## config.mk

```make
export PLATFORM = sky130hd
export DESIGN_NAME = mem_port_arbiter_flat
export DESIGN_NICKNAME = d
export VERILOG_FILES = /design/src/rtl/mem_port_arbiter_if.sv /design/src/rtl/mem_port_arbiter.sv /design/src/flat_wrapper.sv
export SDC_FILE = /design/constraint.sdc
export NUM_CORES = 1
export LEC_CHECK = 0
export CAP_MARGIN = 20
export CORE_MARGIN = 2
export CORE_UTILIZATION = 35
export DETAILED_ROUTE_END_ITERATION = 12
export PLACE_DENSITY = 0.75
export SETUP_SLACK_MARGIN = 0.4
export SLEW_MARGIN = 20
export SYNTH_ARGS = -nofsm -noshare
export SYNTH_HDL_FRONTEND = slang
export SYNTH_SLANG_ARGS = --single-unit
```

## constraint.sdc

```tcl
create_clock -name clock -period 1.9 [get_ports clock]
set_input_delay 0.38 -clock clock [delete_from_list [all_inputs] [get_ports clock]]
set_output_delay 0.38 -clock clock [all_outputs]
set_load 0.005 [all_outputs]
```

## src/rtl/mem_port_arbiter_if.sv

```systemverilog
// Bus bundle between the I/D caches, the memory-port arbiter and main memory.
// Latency: none, this is wiring only.
// Backpressure: none here; the req/gnt and mem_req/mem_ready pairs carry it.
//
// Signal groups:
//   I side  : i_req, i_addr            -> arbiter;  i_gnt, i_done, i_rdata  <- arbiter
//   D side  : d_req, d_we, d_addr,
//             d_wdata                  -> arbiter;  d_gnt, d_done, d_rdata  <- arbiter
//   memory  : mem_req, mem_we, mem_addr,
//             mem_wdata                <- arbiter;  mem_ready, mem_rvalid,
//                                                   mem_rdata               -> arbiter
// Modports: slave = the arbiter's view, master = the surrounding environment's view.
interface mem_port_arbiter_if #(
    parameter int ADDR_W = 32,
    parameter int DATA_W = 32
);
    logic              i_req;
    logic [ADDR_W-1:0] i_addr;
    logic              i_gnt;
    logic              i_done;
    logic [DATA_W-1:0] i_rdata;

    logic              d_req;
    logic              d_we;
    logic [ADDR_W-1:0] d_addr;
    logic [DATA_W-1:0] d_wdata;
    logic              d_gnt;
    logic              d_done;
    logic [DATA_W-1:0] d_rdata;

    logic              mem_req;
    logic              mem_we;
    logic [ADDR_W-1:0] mem_addr;
    logic [DATA_W-1:0] mem_wdata;
    logic              mem_ready;
    logic              mem_rvalid;
    logic [DATA_W-1:0] mem_rdata;

    modport slave (
        input  i_req, i_addr,
        output i_gnt, i_done, i_rdata,
        input  d_req, d_we, d_addr, d_wdata,
        output d_gnt, d_done, d_rdata,
        output mem_req, mem_we, mem_addr, mem_wdata,
        input  mem_ready, mem_rvalid, mem_rdata
    );

    modport master (
        output i_req, i_addr,
        input  i_gnt, i_done, i_rdata,
        output d_req, d_we, d_addr, d_wdata,
        input  d_gnt, d_done, d_rdata,
        input  mem_req, mem_we, mem_addr, mem_wdata,
        output mem_ready, mem_rvalid, mem_rdata
    );
endinterface

```

## src/rtl/mem_port_arbiter.sv

```systemverilog
// Shares one main-memory port between I-cache refills and D-cache loads/stores, one transaction at a time.
// Latency (zero-wait memory): gnt 1 cycle after req is sampled, write done at +2, read done at +3.
// Backpressure: requesters hold req until gnt; mem_req is held until mem_ready; a silent memory is
//   abandoned after TIMEOUT cycles in REQ or RESP with an err pulse and a done to the owner.
//
// Ports:
//   clock  - rising-edge clock
//   reset  - asynchronous active-low reset
//   bus    - mem_port_arbiter_if.slave: I/D request sides and the memory side
//   busy   - high whenever a transaction is in flight (state != IDLE)
//   err    - one-cycle pulse when a transaction is aborted on timeout
module mem_port_arbiter #(
    parameter int ADDR_W     = 32,
    parameter int DATA_W     = 32,
    parameter int D_PRIORITY = 1,
    parameter int STARVE_LIM = 4,
    parameter int TIMEOUT    = 15
) (
    input  logic                clock,
    input  logic                reset,
    mem_port_arbiter_if.slave   bus,
    output logic                busy,
    output logic                err
);

    typedef enum logic [1:0] {
        IDLE = 2'd0,
        REQ  = 2'd1,
        RESP = 2'd2
    } state_t;

    typedef enum logic {
        SIDE_I = 1'b0,
        SIDE_D = 1'b1
    } side_t;

    localparam int SC_W = $clog2(STARVE_LIM + 1);
    localparam int WC_W = $clog2(TIMEOUT + 1);
    localparam logic [SC_W-1:0] STARVE_MAX = SC_W'(STARVE_LIM);
    // The abort decision is taken on the edge that would make wait_cnt reach TIMEOUT, so that
    // err/done/mem_req-low are all visible in the cycle where the count equals TIMEOUT.
    localparam logic [WC_W-1:0] WAIT_LAST  = WC_W'(TIMEOUT - 1);

    state_t            state_q, state_d;
    side_t             owner_q, owner_d;
    side_t             rr_last_q, rr_last_d;
    logic [SC_W-1:0]   starve_q, starve_d;
    logic [WC_W-1:0]   wait_q, wait_d;

    logic              we_q;
    logic [ADDR_W-1:0] addr_q;
    logic [DATA_W-1:0] wdata_q;
    logic              latch_en;
    logic              lat_we;
    logic [ADDR_W-1:0] lat_addr;
    logic [DATA_W-1:0] lat_wdata;

    logic              i_gnt_q, i_gnt_d;
    logic              d_gnt_q, d_gnt_d;
    logic              i_done_q, i_done_d;
    logic              d_done_q, d_done_d;
    logic              err_q, err_d;
    logic [DATA_W-1:0] i_rdata_q, i_rdata_d;
    logic [DATA_W-1:0] d_rdata_q, d_rdata_d;

    logic              pick_d;

    // Winner selection, only consumed in IDLE.
    always_comb begin
        pick_d = 1'b0;
        if (bus.d_req && !bus.i_req) begin
            pick_d = 1'b1;
        end else if (bus.d_req && bus.i_req) begin
            if (D_PRIORITY != 0) begin
                pick_d = (starve_q != STARVE_MAX);
            end else begin
                pick_d = (rr_last_q == SIDE_I);
            end
        end
    end

    // Next state and registered-output values.
    always_comb begin
        state_d   = state_q;
        owner_d   = owner_q;
        rr_last_d = rr_last_q;
        wait_d    = wait_q;
        latch_en  = 1'b0;
        lat_we    = 1'b0;
        lat_addr  = bus.i_addr;
        lat_wdata = '0;
        i_gnt_d   = 1'b0;
        d_gnt_d   = 1'b0;
        i_done_d  = 1'b0;
        d_done_d  = 1'b0;
        err_d     = 1'b0;
        i_rdata_d = i_rdata_q;
        d_rdata_d = d_rdata_q;

        case (state_q)
            IDLE: begin
                if (bus.i_req || bus.d_req) begin
                    state_d  = REQ;
                    wait_d   = '0;
                    latch_en = 1'b1;
                    if (pick_d) begin
                        owner_d   = SIDE_D;
                        rr_last_d = SIDE_D;
                        d_gnt_d   = 1'b1;
                        lat_we    = bus.d_we;
                        lat_addr  = bus.d_addr;
                        lat_wdata = bus.d_wdata;
                    end else begin
                        owner_d   = SIDE_I;
                        rr_last_d = SIDE_I;
                        i_gnt_d   = 1'b1;
                    end
                end
            end

            REQ: begin
                wait_d = wait_q + WC_W'(1);
                if (bus.mem_ready) begin
                    if (we_q) begin
                        // A store is complete once memory accepts it.
                        state_d = IDLE;
                        if (owner_q == SIDE_D) d_done_d = 1'b1;
                        else                   i_done_d = 1'b1;
                    end else begin
                        state_d = RESP;
                        wait_d  = '0;
                    end
                end else if (wait_q == WAIT_LAST) begin
                    state_d = IDLE;
                    err_d   = 1'b1;
                    if (owner_q == SIDE_D) d_done_d = 1'b1;
                    else                   i_done_d = 1'b1;
                end
            end

            RESP: begin
                wait_d = wait_q + WC_W'(1);
                if (bus.mem_rvalid) begin
                    state_d = IDLE;
                    if (owner_q == SIDE_D) begin
                        d_done_d  = 1'b1;
                        d_rdata_d = bus.mem_rdata;
                    end else begin
                        i_done_d  = 1'b1;
                        i_rdata_d = bus.mem_rdata;
                    end
                end else if (wait_q == WAIT_LAST) begin
                    // Abort leaves rdata untouched; the owner sees done together with err.
                    state_d = IDLE;
                    err_d   = 1'b1;
                    if (owner_q == SIDE_D) d_done_d = 1'b1;
                    else                   i_done_d = 1'b1;
                end
            end

            default: begin
                state_d = IDLE;
            end
        endcase
    end

    // Starvation counter: counts D grants that overtook a waiting I request.
    always_comb begin
        starve_d = starve_q;
        if (!bus.i_req || i_gnt_d) begin
            starve_d = '0;
        end else if (d_gnt_d && (starve_q != STARVE_MAX)) begin
            starve_d = starve_q + SC_W'(1);
        end
    end

    always_ff @(posedge clock or negedge reset) begin
        if (!reset) begin
            state_q   <= IDLE;
            owner_q   <= SIDE_I;
            rr_last_q <= SIDE_I;
            starve_q  <= '0;
            wait_q    <= '0;
            we_q      <= 1'b0;
            addr_q    <= '0;
            wdata_q   <= '0;
            i_gnt_q   <= 1'b0;
            d_gnt_q   <= 1'b0;
            i_done_q  <= 1'b0;
            d_done_q  <= 1'b0;
            err_q     <= 1'b0;
            i_rdata_q <= '0;
            d_rdata_q <= '0;
        end else begin
            state_q   <= state_d;
            owner_q   <= owner_d;
            rr_last_q <= rr_last_d;
            starve_q  <= starve_d;
            wait_q    <= wait_d;
            i_gnt_q   <= i_gnt_d;
            d_gnt_q   <= d_gnt_d;
            i_done_q  <= i_done_d;
            d_done_q  <= d_done_d;
            err_q     <= err_d;
            i_rdata_q <= i_rdata_d;
            d_rdata_q <= d_rdata_d;
            if (latch_en) begin
                we_q    <= lat_we;
                addr_q  <= lat_addr;
                wdata_q <= lat_wdata;
            end
        end
    end

    assign bus.i_gnt     = i_gnt_q;
    assign bus.d_gnt     = d_gnt_q;
    assign bus.i_done    = i_done_q;
    assign bus.d_done    = d_done_q;
    assign bus.i_rdata   = i_rdata_q;
    assign bus.d_rdata   = d_rdata_q;
    assign bus.mem_req   = (state_q == REQ);
    assign bus.mem_we    = (state_q == REQ) && we_q;
    assign bus.mem_addr  = addr_q;
    assign bus.mem_wdata = wdata_q;
    assign busy          = (state_q != IDLE);
    assign err           = err_q;

endmodule

```

## src/flat_wrapper.sv

```systemverilog
// flat-port wrapper written by rule: the top's interface ports become plain ports
module mem_port_arbiter_flat 
#(
    parameter int ADDR_W     = 32,
    parameter int DATA_W     = 32,
    parameter int D_PRIORITY = 1,
    parameter int STARVE_LIM = 4,
    parameter int TIMEOUT    = 15
)
  (clock, reset, busy, err, bus_i_req, bus_i_addr, bus_i_gnt, bus_i_done, bus_i_rdata, bus_d_req, bus_d_we, bus_d_addr, bus_d_wdata, bus_d_gnt, bus_d_done, bus_d_rdata, bus_mem_req, bus_mem_we, bus_mem_addr, bus_mem_wdata, bus_mem_ready, bus_mem_rvalid, bus_mem_rdata);
  mem_port_arbiter_if #(.ADDR_W(ADDR_W), .DATA_W(DATA_W)) bus_i ();
  input  logic clock;
  input  logic reset;
  output logic busy;
  output logic err;
  input wire logic [$bits(bus_i.i_req)-1:0] bus_i_req;
  input wire logic [$bits(bus_i.i_addr)-1:0] bus_i_addr;
  output wire logic [$bits(bus_i.i_gnt)-1:0] bus_i_gnt;
  output wire logic [$bits(bus_i.i_done)-1:0] bus_i_done;
  output wire logic [$bits(bus_i.i_rdata)-1:0] bus_i_rdata;
  input wire logic [$bits(bus_i.d_req)-1:0] bus_d_req;
  input wire logic [$bits(bus_i.d_we)-1:0] bus_d_we;
  input wire logic [$bits(bus_i.d_addr)-1:0] bus_d_addr;
  input wire logic [$bits(bus_i.d_wdata)-1:0] bus_d_wdata;
  output wire logic [$bits(bus_i.d_gnt)-1:0] bus_d_gnt;
  output wire logic [$bits(bus_i.d_done)-1:0] bus_d_done;
  output wire logic [$bits(bus_i.d_rdata)-1:0] bus_d_rdata;
  output wire logic [$bits(bus_i.mem_req)-1:0] bus_mem_req;
  output wire logic [$bits(bus_i.mem_we)-1:0] bus_mem_we;
  output wire logic [$bits(bus_i.mem_addr)-1:0] bus_mem_addr;
  output wire logic [$bits(bus_i.mem_wdata)-1:0] bus_mem_wdata;
  input wire logic [$bits(bus_i.mem_ready)-1:0] bus_mem_ready;
  input wire logic [$bits(bus_i.mem_rvalid)-1:0] bus_mem_rvalid;
  input wire logic [$bits(bus_i.mem_rdata)-1:0] bus_mem_rdata;
  assign bus_i.i_req = bus_i_req;
  assign bus_i.i_addr = bus_i_addr;
  assign bus_i_gnt = bus_i.i_gnt;
  assign bus_i_done = bus_i.i_done;
  assign bus_i_rdata = bus_i.i_rdata;
  assign bus_i.d_req = bus_d_req;
  assign bus_i.d_we = bus_d_we;
  assign bus_i.d_addr = bus_d_addr;
  assign bus_i.d_wdata = bus_d_wdata;
  assign bus_d_gnt = bus_i.d_gnt;
  assign bus_d_done = bus_i.d_done;
  assign bus_d_rdata = bus_i.d_rdata;
  assign bus_mem_req = bus_i.mem_req;
  assign bus_mem_we = bus_i.mem_we;
  assign bus_mem_addr = bus_i.mem_addr;
  assign bus_mem_wdata = bus_i.mem_wdata;
  assign bus_i.mem_ready = bus_mem_ready;
  assign bus_i.mem_rvalid = bus_mem_rvalid;
  assign bus_i.mem_rdata = bus_mem_rdata;
  mem_port_arbiter #(.ADDR_W(ADDR_W), .DATA_W(DATA_W), .D_PRIORITY(D_PRIORITY), .STARVE_LIM(STARVE_LIM), .TIMEOUT(TIMEOUT)) u_core (.clock(clock), .reset(reset), .bus(bus_i), .busy(busy), .err(err));
endmodule
```

==> results of run 1 <==
-- power groups by stage --
stage	registers, W	logic (W)	clock network (W)
finish	0.00520	0.00761	0.00311
detailed placement	0.00522	0.00642	0
global placement	0.00516	0.00624	0
global route	0.00536	0.00811	0.00332
CTS	0.00515	0.00624	0.00317
floorplan	0.00524	0.00251	0
-- routing by layer --
metal	track usage, %	part of all wire [%]	vias to the layer above
li1	-	-	2324
met4	6.15	1.8	0
met1	24.7	40	2569
met5	0	0	-
met2	34.4	51	268
met3	6.97	7.1	35
-- worst paths after layout --
path	cells after the start	end
min in group clock	2	u_core.bus.mem_addr[11]$_DFFE_PN0P_
worst min-delay path	2	u_core.bus.d_rdata[24]$_DFFE_PN0P_
worst max-delay path	10	u_core.bus.mem_addr[7]$_DFFE_PN0P_
worst max register to register	10	u_core.bus.mem_addr[7]$_DFFE_PN0P_
worst min register to register	2	u_core.bus.mem_addr[11]$_DFFE_PN0P_
max in group asynchronous	3	u_core.bus.mem_wdata[12]$_DFFE_PN0P_
-- registers in the layout (all words and copies together), names as in the netlist --
signal                cells
u_core.bus.d_done         1
u_core.we_q               1
u_core.err                1
u_core.owner_q            1
u_core.state_q            2
u_core.bus.i_done         1
u_core.starve_q           3
u_core.bus.mem_wdata     32
u_core.bus.mem_addr      32
u_core.bus.d_gnt          1
u_core.bus.i_gnt          1
u_core.bus.d_rdata       32
u_core.wait_q             4
u_core.bus.i_rdata       32
-- timing repair --
| item | in CTS | in global routing |
|---|---|---|
| gates cloned | 5 | 13 |
| setup endpoints to repair | 272 | 149 |
| pin swaps | 2 | 56 |
| resized for setup | 178 | 95 |
| hold endpoints to repair | 34 | 0 |
| hold buffers | 1 | 0 |
| setup buffers | 26 | 10 |
-- worst max-delay path, stage by stage (launching register included) --
cell and delay [ns]:
dfrtp_1 0.38, inv_2 0.08, buf_6 0.10, ha_4 0.14, buf_6 0.10, inv_4 0.03
buf_4 0.14, nor2_4 0.21, clkbuf_16 0.21, a21oi_1 0.09, o21ai_1 0.19
-- per-stage QoR --
stage / setup WS [ns] / cells / util, % / cell area (um2)
global route: 0.0379 / 1032 / 63.3 / 10400
detailed placement: -0.0857 / 945 / 54.2 / 8890
CTS: 0.177 / 1009 / 59.2 / 9710
global placement: 0.0178 / 945 / 54.2 / 8890
finish: 0.128 / 1032 / 63.3 / 10400
floorplan: 0.379 / 469 / - / 5850
-- placed cells by master, fill, tap and decap left out, drive strengths merged, types with 5 or more instances in the layout --
master,Yosys,final
a21oi,33,33
a22o,34,34
and2,5,5
buf,20,61
clkbuf,8,30
clkdlybuf4s15,0,5
clkdlybuf4s50,0,133
clkinv,0,7
dfrtp,144,144
dlygate4sd2,0,128
ha,8,8
inv,9,10
mux2,64,64
nand2,40,40
nor2,39,39
o21ai,37,37
-- logic make-up (layout without fill, tap and decap cells) --
group	after synthesis	after routing	share of synthesized area, %
muxes	65	65	12.6
and+or+nand+nor	99	99	7.46
AOI/OAI and AO/OA	116	116	13.1
buffers and inverters	37	380	3.23
DFF	144	144	61.9
adders and majority gates	8	8	1.72
-- final cells by class --
class / instances / area share, %
Multi-Input combinational cell: 288 / 22.8
Sequential cell: 144 / 34.7
Clock inverter: 13 / 1.11
Tap cell: 220 / 2.65
Clock buffer: 19 / 4.17
Timing Repair Buffer: 339 / 34.2
Inverter: 9 / 0.374
==> results.py, run 1 <==
metrics = {
    "pwr": {
        "vdd_ir_drop_max_mv": 0.633,
        "seq_power_share_pct": 32.7,
        "power_leakage_nw": 5.01,
        "p_comb_share_pct": 47.8,
        "power.share.clock_pct": 19.5,
        "p_total_w": 0.0159,
        "p_int_w": 0.0107,
        "switching_power_w": 0.00525,
        "switching_share_pct": 33.0,
        "p_per_area_nw_per_um2": 1530,
    },
    "cells_and_area": {
        "final_nets": 942,
        "multi_input_area_um2": 2360,
        "syn2layout_area_growth_pct": 78.5,
        "drive_above_1_share_pct": 27.0,
        "fillCellCount": 1229,
        "n_antenna_cell": 0,
        "regArea_um2": 3600,
    },
    "timing": {
        "hold_viol_final": 0,
        "fin_skew_ns": 0.00680,
        "fmax_mhz": 564,
        "maxSlewViolCount": 0,
        "rsz0062_at_grt": "true",
        "period_share_pct": 93.3,
        "fin_setup_tns_ns": 0,
        "worstMarginPinSlew_ns": 0.354,
        "slew-limit-headroom_pct": 76.4,
        "hold_slack_ns": 0.429,
        "finalSetupViolations": 0,
        "period_minus_slack_ns": 1.77,
    },
    "placed_design": {
        "dpl.hpwl_um": 11600,
        "gp_congestion": 0.832,
        "io_buffers": 270,
    },
    "min_path": {
        "hold_class": "in -> async",
    },
    "synthesis": {
        "synth_area_leaders": "dfrtp_1, mux2_2, a22o_1",
        "yosysTopAreaCell": "dfrtp_1",
        "synth.avg_cell_area_um2": 12.4,
        "syn_nets": 612,
        "yosysWarnings": 0,
        "ys_ff_latch": 144,
        "syn_inst": 469,
        "synth.top_cell.area_share_pct": 61.9,
        "synthTopCellsByCount": "dfrtp_1, mux2_2, nand2_1",
        "synth_most_common_cell": "dfrtp_1",
        "async_flop_share_pct": 100,
        "synth-edff-count": 0,
        "synth_area_um2": 5820,
        "synth_ff_type": "dfrtp_1",
        "ys_types": 36,
        "seq_area_frac_synth_pct": 61.9,
    },
    "detailed_routing": {
        "viasPerCell": 5.03,
        "drtAntennaViolNets": 0,
        "wl_per_cell_um": 19.6,
        "first_iter_violations": 211,
        "detailroute.via_count": 5196,
        "drc": 0,
        "routed_wl_um": 20200,
        "drt_first_pass_iters": 6,
    },
    "global_route": {
        "grt_pass1_wl_um": 28400,
        "antenna_found_initial": 0,
        "overflow": 0,
        "grt_usage_pct": 20.4,
        "grt_pass1_vias": 5384,
        "grt_max_degree": 60,
    },
    "clock_tree": {
        "clk_latency_ns": 0.41,
        "numCtsBuffers": 17,
        "clockBufferDepth": 2,
        "cts_tree": "built",
        "clock_sinks": 144,
        "clk_pin_slew_worst_paths_ns": 0.06,
        "cts_max_level": 4,
        "cts_root_buf": "clkbuf_16",
    },
    "setup_path": {
        "worstPathRequired_ns": 2.22,
        "cp.arrival_ns": 2.09,
        "cp-end-kind": "flip-flop",
        "worstSetupPathType": "reg -> reg",
        "path_max_fanout": 8,
        "cp-startpoint": "u_core.state_q[1]$_DFFE_PN0P_",
        "timing.rr.start": "u_core.state_q[1]$_DFFE_PN0P_",
        "cp-start-kind": "flip-flop",
        "r2r_setup_slack_ns": 0.13,
    },
    "floorplan": {
        "die_area_um2": 17700,
        "core.rowCount": 47,
        "start_util_pct": 35.5,
        "io_pins": 271,
        "die_height_um": 133,
        "die_x_um": 133,
        "core_area_um2": 16400,
    },
    "outcome": {
        "status": "finished, final reports clean",
    },
    "job": {
        "drv_cap": 0,
    },
}
No activity file was read; power rests on OpenSTA's default activity.
==> run 2, diff against run 1 <==
--- a/config.mk
+++ b/config.mk
@@ -5,11 +5,12 @@
 export SDC_FILE = /design/constraint.sdc
 export NUM_CORES = 1
 export LEC_CHECK = 0
+export ABC_CLOCK_PERIOD_IN_PS = 1900
 export CAP_MARGIN = 20
 export CORE_MARGIN = 2
-export CORE_UTILIZATION = 35
+export CORE_UTILIZATION = 40
 export DETAILED_ROUTE_END_ITERATION = 12
-export PLACE_DENSITY = 0.75
+export PLACE_DENSITY = 0.83
 export SETUP_SLACK_MARGIN = 0.4
 export SLEW_MARGIN = 20
 export SYNTH_ARGS = -nofsm -noshare
==> constraint.sdc (replaced) <==
create_clock -name clock -period 1.9 [get_ports clock]
set_input_delay 0.57 -clock clock [delete_from_list [all_inputs] [get_ports clock]]
set_output_delay 0.57 -clock clock [all_outputs]
set_load 0.005 [all_outputs]
==> run 2 against run 1 <==
Against the previous run:
- the flow now finishes with violations (negative setup slack)
- clock skew rose by 0.0047 ns
- critical path depth fell by 6
- fmax fell by 8.2%
- core utilization rose by 12 points
- sequential power rose by 1%
- final area rose by 4.2%
- highest routed layer unchanged
==> results.py, run 2 (same netlist as run 1, synthesis figures left out) <==
metrics = {
    "detailed_routing": {
        "detailroute.via_count": 5537,
        "viasPerCell": 5.28,
        "drc": 0,
        "routed_wl_um": 22500,
        "drt_first_pass_iters": 6,
        "wl_per_cell_um": 21.5,
        "first_iter_violations": 380,
        "drtAntennaViolNets": 0,
    },
    "timing": {
        "fmax_mhz": 518,
        "finalSetupViolations": 2,
        "period_minus_slack_ns": 1.93,
        "fin_skew_ns": 0.0115,
        "hold_viol_final": 0,
        "worstMarginPinSlew_ns": 0.438,
        "fin_ws_ns": -0.0314,
        "rsz0062_at_grt": "true",
        "period_share_pct": 102,
        "maxSlewViolCount": 0,
        "hold_slack_ns": 0.0352,
        "slew-limit-headroom_pct": 70.8,
    },
    "setup_path": {
        "path_max_fanout": 2,
        "cp-end-kind": "primary output",
        "worstRegToRegCells": 11,
        "r2r_setup_slack_ns": 0.04,
        "timing.rr.start": "u_core.state_q[0]$_DFFE_PN0P_",
        "r2r_end": "u_core.bus.mem_addr[8]$_DFFE_PN0P_",
        "cp.arrival_ns": 1.36,
        "cp-start-kind": "flip-flop",
        "worstPathRequired_ns": 1.33,
        "worstSetupPathType": "reg -> out",
    },
    "clock_tree": {
        "clock_sinks": 144,
        "clk_latency_ns": 0.42,
        "numCtsBuffers": 17,
        "cts_max_level": 4,
        "clk_pin_slew_worst_paths_ns": 0.06,
        "cts_root_buf": "clkbuf_16",
        "clockBufferDepth": 2,
        "cts_tree": "built",
    },
    "cells_and_area": {
        "mostFrequentLayoutCell": "dfrtp_1",
        "mostFrequentLayoutCells": "dfrtp_1, clkdlybuf4s50_1, buf_2",
        "drive_above_1_share_pct": 51.0,
        "syn2layout_area_growth_pct": 86.0,
        "fillCellCount": 852,
        "stdcell_count": 1049,
        "multi_input_area_um2": 2770,
        "regArea_um2": 3600,
        "final_nets": 995,
        "n_antenna_cell": 0,
    },
    "global_route": {
        "antenna_found_initial": 0,
        "grt_pass1_vias": 5461,
        "grt_usage_pct": 23.2,
        "grt_pass1_wl_um": 28400,
        "overflow": 0,
        "grt_max_degree": 43,
    },
    "pwr": {
        "vdd_ir_drop_max_mv": 0.829,
        "power_leakage_nw": 5.37,
        "p_per_area_nw_per_um2": 1670,
    },
    "floorplan": {
        "die_area_um2": 15500,
        "die_height_um": 125,
        "die_x_um": 125,
        "core_area_um2": 14400,
        "io_pins": 271,
        "start_util_pct": 40.5,
        "core.rowCount": 44,
    },
    "outcome": {
        "violations": "negative setup slack",
        "status": "finished, violations left",
    },
    "placed_design": {
        "dp.cells": 921,
        "io_buffers": 270,
        "gp_congestion": 0.809,
        "dpl.hpwl_um": 11900,
    },
    "job": {
        "drv_cap": 0,
    },
    "min_path": {
        "hold_class": "in -> async",
    },
}
## run 2: changes by cell type in the layout (fill, tap and decap cells not counted), moves of 4 or more
cell	delta
buf_4	+45
o21ai_1	-5
mux2_4	+39
buf_6	+7
o21ai_2	+13
nor2_4	+22
clkdlybuf4s15_1	-5
o21ai_0	-8
dlygate4sd2_1	-128
bufinv_16	+5
a21oi_4	+4
buf_2	+132
mux2_2	-39
nor2_1	-21
## run 2: timing repair
action                                  4_1_cts  5_1_grt
buffers inserted                             28       47
pin swaps                                     5       86
endpoints found under the setup margin      275      277
hold buffers                                  0        0
gates resized for setup                     576      208
gates cloned                                  5       16
## run 2: metal layers
layer | wire [um] | part of all wire [%] | up-vias | track usage, %
li1 | - | - | 2426 | -
met1 | 8450 | 38 | 2765 | 27.5
met2 | 11700 | 52 | 292 | 39.2
met3 | 1620 | 7.2 | 54 | 7.22
met4 | 707 | 3.1 | 0 | 9.45
met5 | 0 | 0 | - | 0
## run 2: final cells by class
cell class	count	share of cell area, %
clock inverter	15	2.36
tap	184	2.13
multi-input combinational	289	25.6
clock buffer	17	3.93
timing repair buffer	391	32.2
sequential	144	33.3
inverter	9	0.405
## run 2: how the worst max path moves through the flow
stage,startpoint,endpoint,slack (ns),cells past startpoint
2_1_floorplan,u_core.state_q[0]$_DFFE_PN0P_,u_core.wait_q[2]$_DFFE_PN0P_,0.38,7
3_3_place_gp,bus_d_req,u_core.state_q[1]$_DFFE_PN0P_,-0.20,6
3_5_place_dp,bus_d_req,u_core.state_q[1]$_DFFE_PN0P_,-0.28,6
4_1_cts,u_core.state_q[0]$_DFFE_PN0P_,bus_mem_we,-0.01,4
5_1_grt,u_core.state_q[0]$_DFFE_PN0P_,bus_mem_we,-0.05,4
6_report,u_core.state_q[0]$_DFFE_PN0P_,bus_mem_we,-0.03,4
## run 2: metrics by stage
step                      util, %  power, W  worst slack (ns)  area, um2  TNS, ns
after global routing         75.3    0.0189           -0.0550      10800   -0.116
after floorplan                 -   0.00775             0.379       5860        0
final                        75.3    0.0181           -0.0314      10800  -0.0391
after global placement       62.2    0.0115            -0.196       8940    -8.86
after detailed placement     62.2    0.0118            -0.278       8940   -12.81
after CTS                    65.5    0.0154           -0.0132       9410  -0.0209
## run 2: report_power, final
part	switching [W]	leakage (nW)	total [W]	internal, W
Clock	0.00135	0.326	0.00384	0.00249
Combinational	0.00380	3.23	0.00900	0.00520
Sequential	0.000825	1.81	0.00526	0.00443
Total	0.00598	5.37	0.0181	0.0121
## run 2: worst max-delay path: stages, from the launching register on
cell and delay [ns]:
dfrtp_1 0.41, buf_6 0.14, ha_4 0.15, and2_4 0.14
buf_6 0.11
==> run 3, diff against run 2 <==
--- a/config.mk
+++ b/config.mk
@@ -10,6 +10,7 @@
 export CORE_MARGIN = 2
 export CORE_UTILIZATION = 40
 export DETAILED_ROUTE_END_ITERATION = 12
+export MAX_ROUTING_LAYER = met4
 export PLACE_DENSITY = 0.83
 export SETUP_SLACK_MARGIN = 0.4
 export SLEW_MARGIN = 20
==> run 3 against run 2 <==
Against the previous run:
- the run still ends with negative setup slack left
- via count hardly changed
- total power is 0.27% lower
- final cell count hardly changed
- critical path type unchanged
- wire length shrank 0.31%
- fmax increased by 0.36%
- sequential cell count stayed put
- non-clock buffer count fell by 1
- hold slack gained 0.0049 ns
- sequential power is essentially flat
- clock skew up 0.0025 ns
- clock power hardly changed
- sequential share of layout area up 0.065 points
- largest power group unchanged
- highest routed layer unchanged
==> results.py, run 3 (same netlist as run 1, synthesis figures left out) <==
metrics = {
    "outcome": {
        "status": "finished, violations left",
        "violations": "negative setup slack",
    },
    "detailed_routing": {
        "drtAntennaViolNets": 0,
        "drc": 0,
        "viasPerCell": 5.28,
        "detailroute.via_count": 5532,
        "first_iter_violations": 387,
        "wl_per_cell_um": 21.4,
        "routed_wl_um": 22500,
        "drt_first_pass_iters": 4,
    },
    "cells_and_area": {
        "mostFrequentLayoutCells": "dfrtp_1, clkdlybuf4s50_1, buf_2",
        "drive_above_1_share_pct": 50.7,
        "stdcell_count": 1048,
        "n_antenna_cell": 0,
        "mostFrequentLayoutCell": "dfrtp_1",
        "final_nets": 994,
        "fillCellCount": 868,
        "design_area_um2": 10800,
        "syn2layout_area_growth_pct": 85.6,
        "utilization_pct": 75.2,
    },
    "floorplan": {
        "core.rowCount": 44,
        "io_pins": 271,
        "die_height_um": 125,
        "core_area_um2": 14400,
        "die_area_um2": 15500,
        "start_util_pct": 40.5,
        "die_x_um": 125,
    },
    "global_route": {
        "grt_pass1_vias": 5472,
        "grt_max_degree": 43,
        "overflow": 0,
        "grt_pass1_wl_um": 28400,
        "grt_usage_pct": 23.8,
        "antenna_found_initial": 0,
    },
    "clock_tree": {
        "cts_max_level": 4,
        "cts_tree": "built",
        "clockBufferDepth": 2,
        "ctsHoldBuffers": 0,
        "numCtsBuffers": 17,
        "cts_root_buf": "clkbuf_16",
        "clk_pin_slew_worst_paths_ns": 0.06,
        "clk_latency_ns": 0.42,
        "clock_sinks": 144,
    },
    "timing": {
        "period_share_pct": 101,
        "worstMarginPinSlew_ns": 0.388,
        "hold_slack_ns": 0.0401,
        "hold_viol_final": 0,
        "rsz0062_at_grt": "true",
        "fin_ws_ns": -0.0246,
        "fin_setup_tns_ns": -0.0256,
        "fin_skew_ns": 0.0140,
        "finalSetupViolations": 2,
        "period_minus_slack_ns": 1.92,
        "maxSlewViolCount": 0,
        "slew-limit-headroom_pct": 74.0,
        "fmax_mhz": 520,
    },
    "job": {
        "drv_cap": 0,
    },
    "setup_path": {
        "crit_top_cell": "buf_6",
        "cp-start-kind": "flip-flop",
        "path_max_fanout": 2,
        "cpPeakStageDelay_ns": 0.41,
        "worstPathRequired_ns": 1.33,
        "path_cells": "buf_6 -> ha_4 -> and2_4 -> buf_6",
        "slowest_stage": "dfrtp_1",
        "worstSetupPathType": "reg -> out",
        "worstRegToRegCells": 11,
        "cp-end-kind": "primary output",
        "cp.arrival_ns": 1.35,
    },
    "pwr": {
        "power_leakage_nw": 5.36,
        "vdd_ir_drop_max_mv": 0.807,
        "p_per_area_nw_per_um2": 1670,
    },
    "placed_design": {
        "dpl.hpwl_um": 11900,
        "placed_cell_area_um2": 8940,
        "gp_congestion": 0.821,
        "dp.cells": 921,
        "io_buffers": 270,
    },
    "min_path": {
        "hold_class": "in -> async",
    },
}
[run 3: report_power, final]
| part | total, W | switching (W) | internal (W) |
|---|---|---|---|
| clock network | 0.00385 | 0.00136 | 0.00249 |
| logic | 0.00894 | 0.00377 | 0.00517 |
| registers | 0.00526 | 0.000826 | 0.00443 |
[run 3: area by class of cell]
cell class                      count  area, um2  share of cell area, %
Sequential cell                   144       3600                   33.4
Timing Repair Buffer              390       3480                   32.2
Multi-Input combinational cell    289       2760                   25.6
Clock buffer                       17        425                   3.94
Clock inverter                     15        255                   2.36
Tap cell                          184        230                   2.13
Inverter                            9       43.8                  0.405
[run 3: worst max-delay path, delay by kind of cell (launching register included)]
family	cells	cell delay, ns
adder cells (fa/ha/maj)	1	0.16
buffers and inverters	2	0.25
flip-flops	1	0.41
AND/OR/NAND/NOR	1	0.14
[run 3: repair_timing]
item / 4_1_cts / 5_1_grt
gates resized for setup: 576 / 204
pin swaps: 5 / 83
endpoints found under the setup margin: 275 / 277
setup buffers: 28 / 46
cloned: 5 / 16
[run 3: worst paths after layout]
kind,slack (ns),to,startpoint
max,-0.02,bus_mem_we,u_core.state_q[0]$_DFFE_PN0P_
min,0.04,u_core.bus.i_rdata[4]$_DFFE_PN0P_,reset
max reg2reg,0.05,u_core.bus.mem_addr[8]$_DFFE_PN0P_,u_core.state_q[0]$_DFFE_PN0P_
min reg2reg,0.47,u_core.bus.mem_addr[22]$_DFFE_PN0P_,u_core.bus.mem_addr[22]$_DFFE_PN0P_
max in group asynchronous,1.23,u_core.bus.mem_wdata[24]$_DFFE_PN0P_,reset
min in group clock,0.47,u_core.bus.mem_addr[22]$_DFFE_PN0P_,u_core.bus.mem_addr[22]$_DFFE_PN0P_
[run 3: metrics by stage]
step	total power, W	worst slack, ns
after global routing	0.0189	-0.0541
after CTS	0.0154	-0.0132
after global placement	0.0115	-0.196
after floorplan	0.00775	0.379
final	0.0180	-0.0246
after detailed placement	0.0118	-0.278
[run 3: metal layers]
metal | vias to the layer above | GRT usage (%) | routed length (um)
met5 | - | - | 0
met4 | 0 | 9.45 | 648
met3 | 48 | 6.57 | 1620
met2 | 320 | 39.2 | 11600
met1 | 2750 | 27.9 | 8570
li1 | 2414 | - | -
